### src/rtl/ddr_game_controller.sv
// ddr_game_controller: DDR game FSM, beat-synchronous move judging, lives/score/combo tracking
module ddr_game_controller #(
    parameter int NUM_ARROWS_BITS = 4,
    parameter int STATE_BITS      = 1,
    parameter int START_LIVES     = 5,
    parameter int ARROW_NONE      = 20,
    parameter int SCORE_MAX       = 9999
) (
    input  logic                     clk,
    input  logic                     rst_n,
    input  logic                     metronome_clk,
    input  logic                     start_btn,
    input  logic                     pause_btn,
    input  logic [NUM_ARROWS_BITS:0] cur_arrow3,
    input  logic [NUM_ARROWS_BITS:0] player_move,
    input  logic                     player_valid,
    output logic [STATE_BITS:0]      state,
    output logic [2:0]               lives,
    output logic [13:0]              score,
    output logic [13:0]              combo,
    output logic [13:0]              max_combo,
    output logic                     hit_pulse,
    output logic                     miss_pulse
);
    typedef enum logic [STATE_BITS:0] {IDLE, GAME, PAUSE, OVER} state_t;
    localparam logic [NUM_ARROWS_BITS:0] NONE = (NUM_ARROWS_BITS+1)'(ARROW_NONE);
    localparam logic [13:0] SMAX = 14'(SCORE_MAX);
    localparam logic [2:0] LIVES0 = 3'(START_LIVES);
    state_t cur, nxt;
    logic m1, m2, m3, beat, judge, hit, miss, got, got_n;
    logic [NUM_ARROWS_BITS:0] cap, cap_n;
    logic [2:0] lives_n;
    logic [13:0] score_n, combo_n, max_n;
    assign state = cur;
    assign beat  = m2 & ~m3;
    // a captured NONE means no move was made this window
    assign judge = cur == GAME && beat && !(cur_arrow3 == NONE && cap == NONE);
    assign hit   = judge && cap == cur_arrow3;
    assign miss  = judge && !hit;
    always_ff @(posedge clk)
        if (!rst_n) cur <= IDLE;
        else cur <= nxt;
    always_ff @(posedge clk)
        if (!rst_n) begin
            {m3, m2, m1} <= '0;
            lives        <= LIVES0;
            score        <= '0;
            combo        <= '0;
            max_combo    <= '0;
            hit_pulse    <= 1'b0;
            miss_pulse   <= 1'b0;
            cap          <= NONE;
            got          <= 1'b0;
        end else begin
            {m3, m2, m1} <= {m2, m1, metronome_clk};
            lives        <= lives_n;
            score        <= score_n;
            combo        <= combo_n;
            max_combo    <= max_n;
            hit_pulse    <= hit;
            miss_pulse   <= miss;
            cap          <= cap_n;
            got          <= got_n;
        end
    always_comb begin
        nxt     = cur;
        lives_n = lives;
        score_n = score;
        combo_n = combo;
        max_n   = max_combo;
        cap_n   = cap;
        got_n   = got;
        case (cur)
            IDLE: if (start_btn) begin
                nxt     = GAME;
                lives_n = LIVES0;
                score_n = '0;
                combo_n = '0;
                max_n   = '0;
            end
            GAME: begin
                if (hit) begin
                    score_n = score >= SMAX ? SMAX : score + 14'd1;
                    combo_n = combo >= SMAX ? SMAX : combo + 14'd1;
                    max_n   = combo_n > max_combo ? combo_n : max_combo;
                end
                if (miss) begin
                    lives_n = lives == 3'd0 ? lives : lives - 3'd1;
                    combo_n = '0;
                end
                nxt = lives_n == 3'd0 ? OVER : pause_btn ? PAUSE : GAME;
                // a strobe on the beat cycle opens the next window
                cap_n = beat ? (player_valid ? player_move : NONE) : (player_valid && !got ? player_move : cap);
                got_n = beat ? player_valid : got | player_valid;
            end
            PAUSE: nxt = pause_btn ? GAME : PAUSE;
            default: nxt = start_btn ? IDLE : OVER;
        endcase
        if (nxt != GAME) begin
            cap_n = NONE;
            got_n = 1'b0;
        end
    end
endmodule

### config.mk
export PLATFORM = sky130hd
export DESIGN_NAME = ddr_game_controller
export DESIGN_NICKNAME = d
export VERILOG_FILES = /design/src/rtl/ddr_game_controller.sv
export SDC_FILE = /design/constraint.sdc
export NUM_CORES = 1
export LEC_CHECK = 0
export CAP_MARGIN = 20
export CORE_ASPECT_RATIO = 0.6
export CORE_MARGIN = 1
export CORE_UTILIZATION = 40
export DETAILED_ROUTE_END_ITERATION = 12
export DONT_BUFFER_PORTS = 1
export GPL_ROUTABILITY_DRIVEN = 1
export GPL_TIMING_DRIVEN = 0
export MAX_ROUTING_LAYER = met4
export PLACE_DENSITY = 0.53
export SYNTH_ARGS = -nofsm -noshare
export SYNTH_HDL_FRONTEND = slang
export SYNTH_SLANG_ARGS = --single-unit
export TNS_END_PERCENT = 5
### constraint.sdc
create_clock -name clk -period 3.2 [get_ports clk]
set_clock_uncertainty 0.15 [all_clocks]
set_input_delay 0.32 -clock clk [delete_from_list [all_inputs] [get_ports clk]]
set_output_delay 0.32 -clock clk [all_outputs]
set_load 0.005 [all_outputs]
# Yosys cells after proc, flatten, opt, wreduce, memory -nomap -nowiden
# Cells that the tools add are included.
# totals
regBits,58
latchBits,0
mem_bits_rw,0
mem_bits_ro,0
input_bits,16
out_inout_bits,49
word_cells,78
n_memories,0
# classes
addsub,3
n_mul,0
n_div,0
magnitude_cmp,3
eq_ne,10
shift,0
mux,26
bitwise_logic,4
reduce_logical,20
# op_table
operator,n
$mux W14,8
$pmux W14 S2,3
$add A14 B1 Y14 const B,2
$ge A14 B14 Y1 const B,2
$mux W5,3
$gt A14 B14 Y1,1
$mux W3,4
$eq A5 B5 Y1 const B,2
$mux W2,5
$logic_and A1 B1 Y1,6
$logic_not A3 Y1,2
$pmux W2 S3,1
$pmux W3 S2,1
$reduce_and A3 Y1,2
$eq A5 B5 Y1,1
$ne A2 B1 Y1 const B,2
$ne A2 B2 Y1 const B,2
$reduce_and A2 Y1,2
$reduce_and A4 Y1,1
$reduce_bool A2 Y1,2
$logic_not A1 Y1,3
$ne A3 B3 Y1 const B,1
$sub A3 B1 Y3 const B,1
$eq A2 B1 Y1 const B,1
7 further kinds,8

# Logic depth before layout (Yosys ltp)
# logic_depth
depth_word,14
ltp_mapped,15
mapped_depth_nobuf,13

# Worst setup path after synthesis
# OpenSTA, ideal clock, no wires.
# synth_timing
path_kind,reg2reg
start,reg combo[4]
end,reg max_combo[10]
setup_time_ns,0.118
arrival_time_ns,2.798
required_time_ns,2.932
path_slack_ns,0.134
path_stages_with_launch,14
path_buffers,3
period_less_slack_ns,3.066
cell_sequence,dfxtp_1 clkbuf_1 nor4_1 a21oi_1 o31a_1 nor2_1 ha_1 a21o_1 a221oi_1 o31ai_1 o221a_4 buf_6 buf_12 mux2i_1
# synth_via
elab_chain_len,5
elab_cells_between_ends,9
cone_classes,add/sub (1); order compare (2); eq/ne (1); mux (4); reduce/logical (1)
# synth_rtl
item,line_no,rtl
from (decl),20,"output logic [13:0] combo,"
from (signal assigned),58,combo <= combo_n;
$add A14 B1 Y14 or $ge A14 B14 Y1 (tied branches),84,combo_n = combo >= SMAX ? SMAX : combo + 14'd1;
$mux W14 (*),84,
$gt A14 B14 Y1 or $mux W14 (tied branches),85,max_n = combo_n > max_combo ? combo_n : max_combo;
$ne A2 B1 Y1 (no line) or $mux W14 (tied branches),n/a,
$reduce_and A4 Y1 (no line) or $pmux W14 S2 (tied branches),n/a,
to (signal assigned),59,max_combo <= max_n;
to (decl),21,"output logic [13:0] max_combo,"
# Mark *: on every way between the ends. The rest lies on a longest branch, timed or not. The select of a mux whose other input is x is not followed.
# A chain may end at the register's enable or synchronous reset.

# Worst setup path in the final report
# layout_timing
start,reg combo[4]
end,reg max_combo[13]
# Same word-level chain as after synthesis.

==> flow_metrics.py <==
metrics = {
    "finish": {
        "diodes": 0,
        "multi_input_area_um2": 2340,
        "regArea_um2": 1180,
        "drive_gt1_frac": 0.2089,
        "nets": 480,
        "fin_area_um2": 4335,
        "fill_cells": 737,
        "syn_to_final_growth_pct": 25.91,
    },
    "drt": {
        "avgViaCountPerCell": 5.468,
        "routed_wl_mm": 9.656,
        "post-route-drc-count": 0,
        "dr.first_iter.drc_count": 158,
        "firstDrtPassIters": 4,
        "final_antenna_net_count": 0,
        "vias": 3051,
        "wl_per_cell_um": 17.30,
    },
    "placed_design": {
        "place_area_um2": 3583,
        "io_buffers": 0,
        "hpwl_mm": 6.725,
        "place_congestion": 0.8224,
    },
    "sta": {
        "setup_viol": 7,
        "slew_headroom": 0.6281,
        "final_max_slew_viol_count": 0,
        "grt_setup_unrepaired": "yes",
        "hold_violations": 0,
        "tns_ns": -0.09835,
        "layout_setup_ws_ns": -0.01909,
        "max_freq_mhz": 310.6,
        "hold_ws_ns": 0.03476,
        "final.period_utilization": 1.006,
        "worst_slew_pin_slew_ns": 0.5578,
        "min_period_ns": 3.219,
    },
    "global_route": {
        "grt_max_degree": 15,
        "grt_pass1_vias": 2856,
        "grt_usage": 0.2289,
        "grt_overflow_total": 0,
        "grt_pass1_wl_mm": 14.99,
        "antenna_found_initial": 0,
    },
    "worst_setup_path": {
        "start_kind": "flop",
        "crit_fanout": 7,
        "cp_data_arrival_time_ns": 3.28,
        "crit_required_ns": 3.26,
        "critical_path_class": "flop to flop",
        "cp-end-kind": "flop",
    },
    "die": {
        "die_h_um": 73.87,
        "initial_core_util": 0.4250,
        "fp.dieW_um": 121.8,
        "rows": 25,
        "coreArea_um2": 8102,
        "io_pins": 65,
        "die_area_um2": 8995,
    },
    "synthesis": {
        "synth_cell_types": 58,
        "yosysTopAreaCellShare": 0.3372,
        "ys.flop_type": "dfxtp_1",
        "synth_area_um2": 3443,
        "ys_top_cells_by_area": "dfxtp_1 (34%), nor2_1 (7.0%), ha_1 (6.9%)",
        "yosysWarnings": 0,
        "syn_inst": 412,
        "synth_nets": 447,
        "ys_ff_latch": 58,
        "ys_seq_area_frac": 0.3372,
        "async_reset_ff_frac": 0,
        "synth_commonest_cells": "nor2_1 (64), dfxtp_1 (58), nand2_1 (52)",
        "synth-edff-count": 0,
        "synthMostInstantiatedCell": "nor2_1",
        "yosys.area.top_type": "dfxtp_1",
        "avgSynthCellArea_um2": 8.358,
    },
    "clock_network": {
        "cts.htree.levels": 3,
        "clkTransAtPathRegs_ns": 0.05,
        "clk_latency_ns": 0.33,
        "clock_path_buffers": 2,
        "cts_tree": "yes",
        "cts_made_buffers": 9,
        "cts.sinks": 58,
        "cts_root_buffer": "clkbuf_16",
    },
    "power": {
        "leakage_uw": 0.001602,
        "p_sw_frac": 0.2413,
        "max-vdd-ir-drop_mv": 0.3437,
        "p_int_uw": 1312,
        "clkPwrFrac": 0.506,
        "power_density_nw_per_um2": 398.8,
        "p_switching_uw": 417.2,
        "p_total_uw": 1729,
        "pwr-share-seq": 0.424,
        "p_comb_frac": 0.070,
    },
    "status": {
        "violations": "setup timing",
        "status": "finished, violations left",
    },
    "run": {
        "drv_cap": 0,
    },
    "hold_path": {
        "hp-class": "input pin to flop",
    },
}
==> stage by stage <==
stage,utilization,setup slack (ns),instances
2_1_floorplan,-,0.1337,412
3_3_place_gp,0.4417,-0.3930,520
3_5_place_dp,0.4423,-0.4715,521
4_1_cts,0.5163,0.02802,551
5_1_grt,0.5351,-0.1050,558
6_report,0.5351,-0.01909,558
==> critical path, stage by stage (launching register included) <==
cell       delay [ns]
dfxtp_2          0.33
buf_8            0.14
nor4_4           0.33
a21oi_4          0.11
o31a_1           0.29
buf_6            0.14
nor2_4           0.12
ha_4             0.22
a21o_1           0.21
a221oi_4         0.35
o31ai_4          0.12
o221a_4          0.30
clkbuf_16        0.18
mux2i_1          0.12
==> sequential cells by signal, indices dropped and copies added, names as in the netlist <==
| name | cells |
|---|---|
| combo | 14 |
| max_combo | 14 |
| score | 14 |
| cap | 5 |
| lives | 3 |
| state | 2 |
| got | 1 |
| hit_pulse | 1 |
| m1 | 1 |
| m2 | 1 |
| m3 | 1 |
| miss_pulse | 1 |
==> layout make-up <==
type	count	area share
Inverter	24	0.02078
Clock buffer	13	0.05772
Timing Repair Buffer	23	0.04993
Buffer	16	0.02511
Clock inverter	3	0.003463
Sequential cell	58	0.2721
Multi-Input combinational cell	313	0.5397
Tap cell	108	0.03117
==> cells by family (layout without fill, tap and decap cells) <==
group,after synthesis,count (layout),synth area share
AO/OA/AOI/OAI,76,76,0.1715
AND/OR/NAND/NOR,181,181,0.2627
multiplexers,16,16,0.04833
adder cells (fa/ha/maj),19,19,0.06904
flip-flops,58,58,0.3372
buffers and inverters,41,79,0.05777
XOR/XNOR,21,21,0.05341
==> layer usage <==
metal / track usage / routed length (um) / share of wire
met1: 0.3160 / 5011 / 0.52
met2: 0.2994 / 3925 / 0.41
met4: 0.06036 / 57 / 0.0059
met3: 0.09239 / 662 / 0.069
met5: - / 0 / 0
==> repair_timing <==
| item | 4_1_cts | 5_1_grt |
|---|---|---|
| gates resized for setup | 51 | 17 |
| pin swaps | 15 | 16 |
| hold endpoints to repair | 7 | 0 |
| endpoints found under the setup margin | 14 | 14 |
| gates cloned | 0 | 1 |
| setup buffers | 8 | 6 |
| hold buffers | 7 | 0 |
==> path summary, 6_finish.rpt <==
check,startpoint,end,slack (ns),cells past startpoint
setup / recovery,combo[4]$_SDFFE_PN0P_,max_combo[13]$_SDFFE_PN0P_,-0.02,13
hold / removal,player_valid,got$_SDFFE_PP0P_,0.03,2
setup reg to reg,combo[4]$_SDFFE_PN0P_,max_combo[13]$_SDFFE_PN0P_,-0.02,13
hold reg to reg,m1$_SDFF_PN0_,m2$_SDFF_PN0_,0.28,1
==> placed cells by master, fill, tap and decap left out, types with 7 or more instances in the layout <==
master	count
ha_1	13
xnor2_1	17
mux2i_1	14
clkbuf_16	10
nor2_1	56
a21oi_1	13
nand2_1	47
dfxtp_1	49
clkbuf_1	10
buf_4	11
inv_1	23
nand4_1	8
o21ai_0	8
nand3_1	10
nor3_1	7
dlygate4sd3_1	7
a22oi_1	16
==> power groups by stage <==
stage	logic (uW)	clock network (uW)	registers [uW]
2_1_floorplan	83.8	0	750
3_3_place_gp	110	0	751
3_5_place_dp	112	0	751
4_1_cts	119	896	734
5_1_grt	134	931	734
6_report	120	875	734
(Power assumes the default switching activity.)
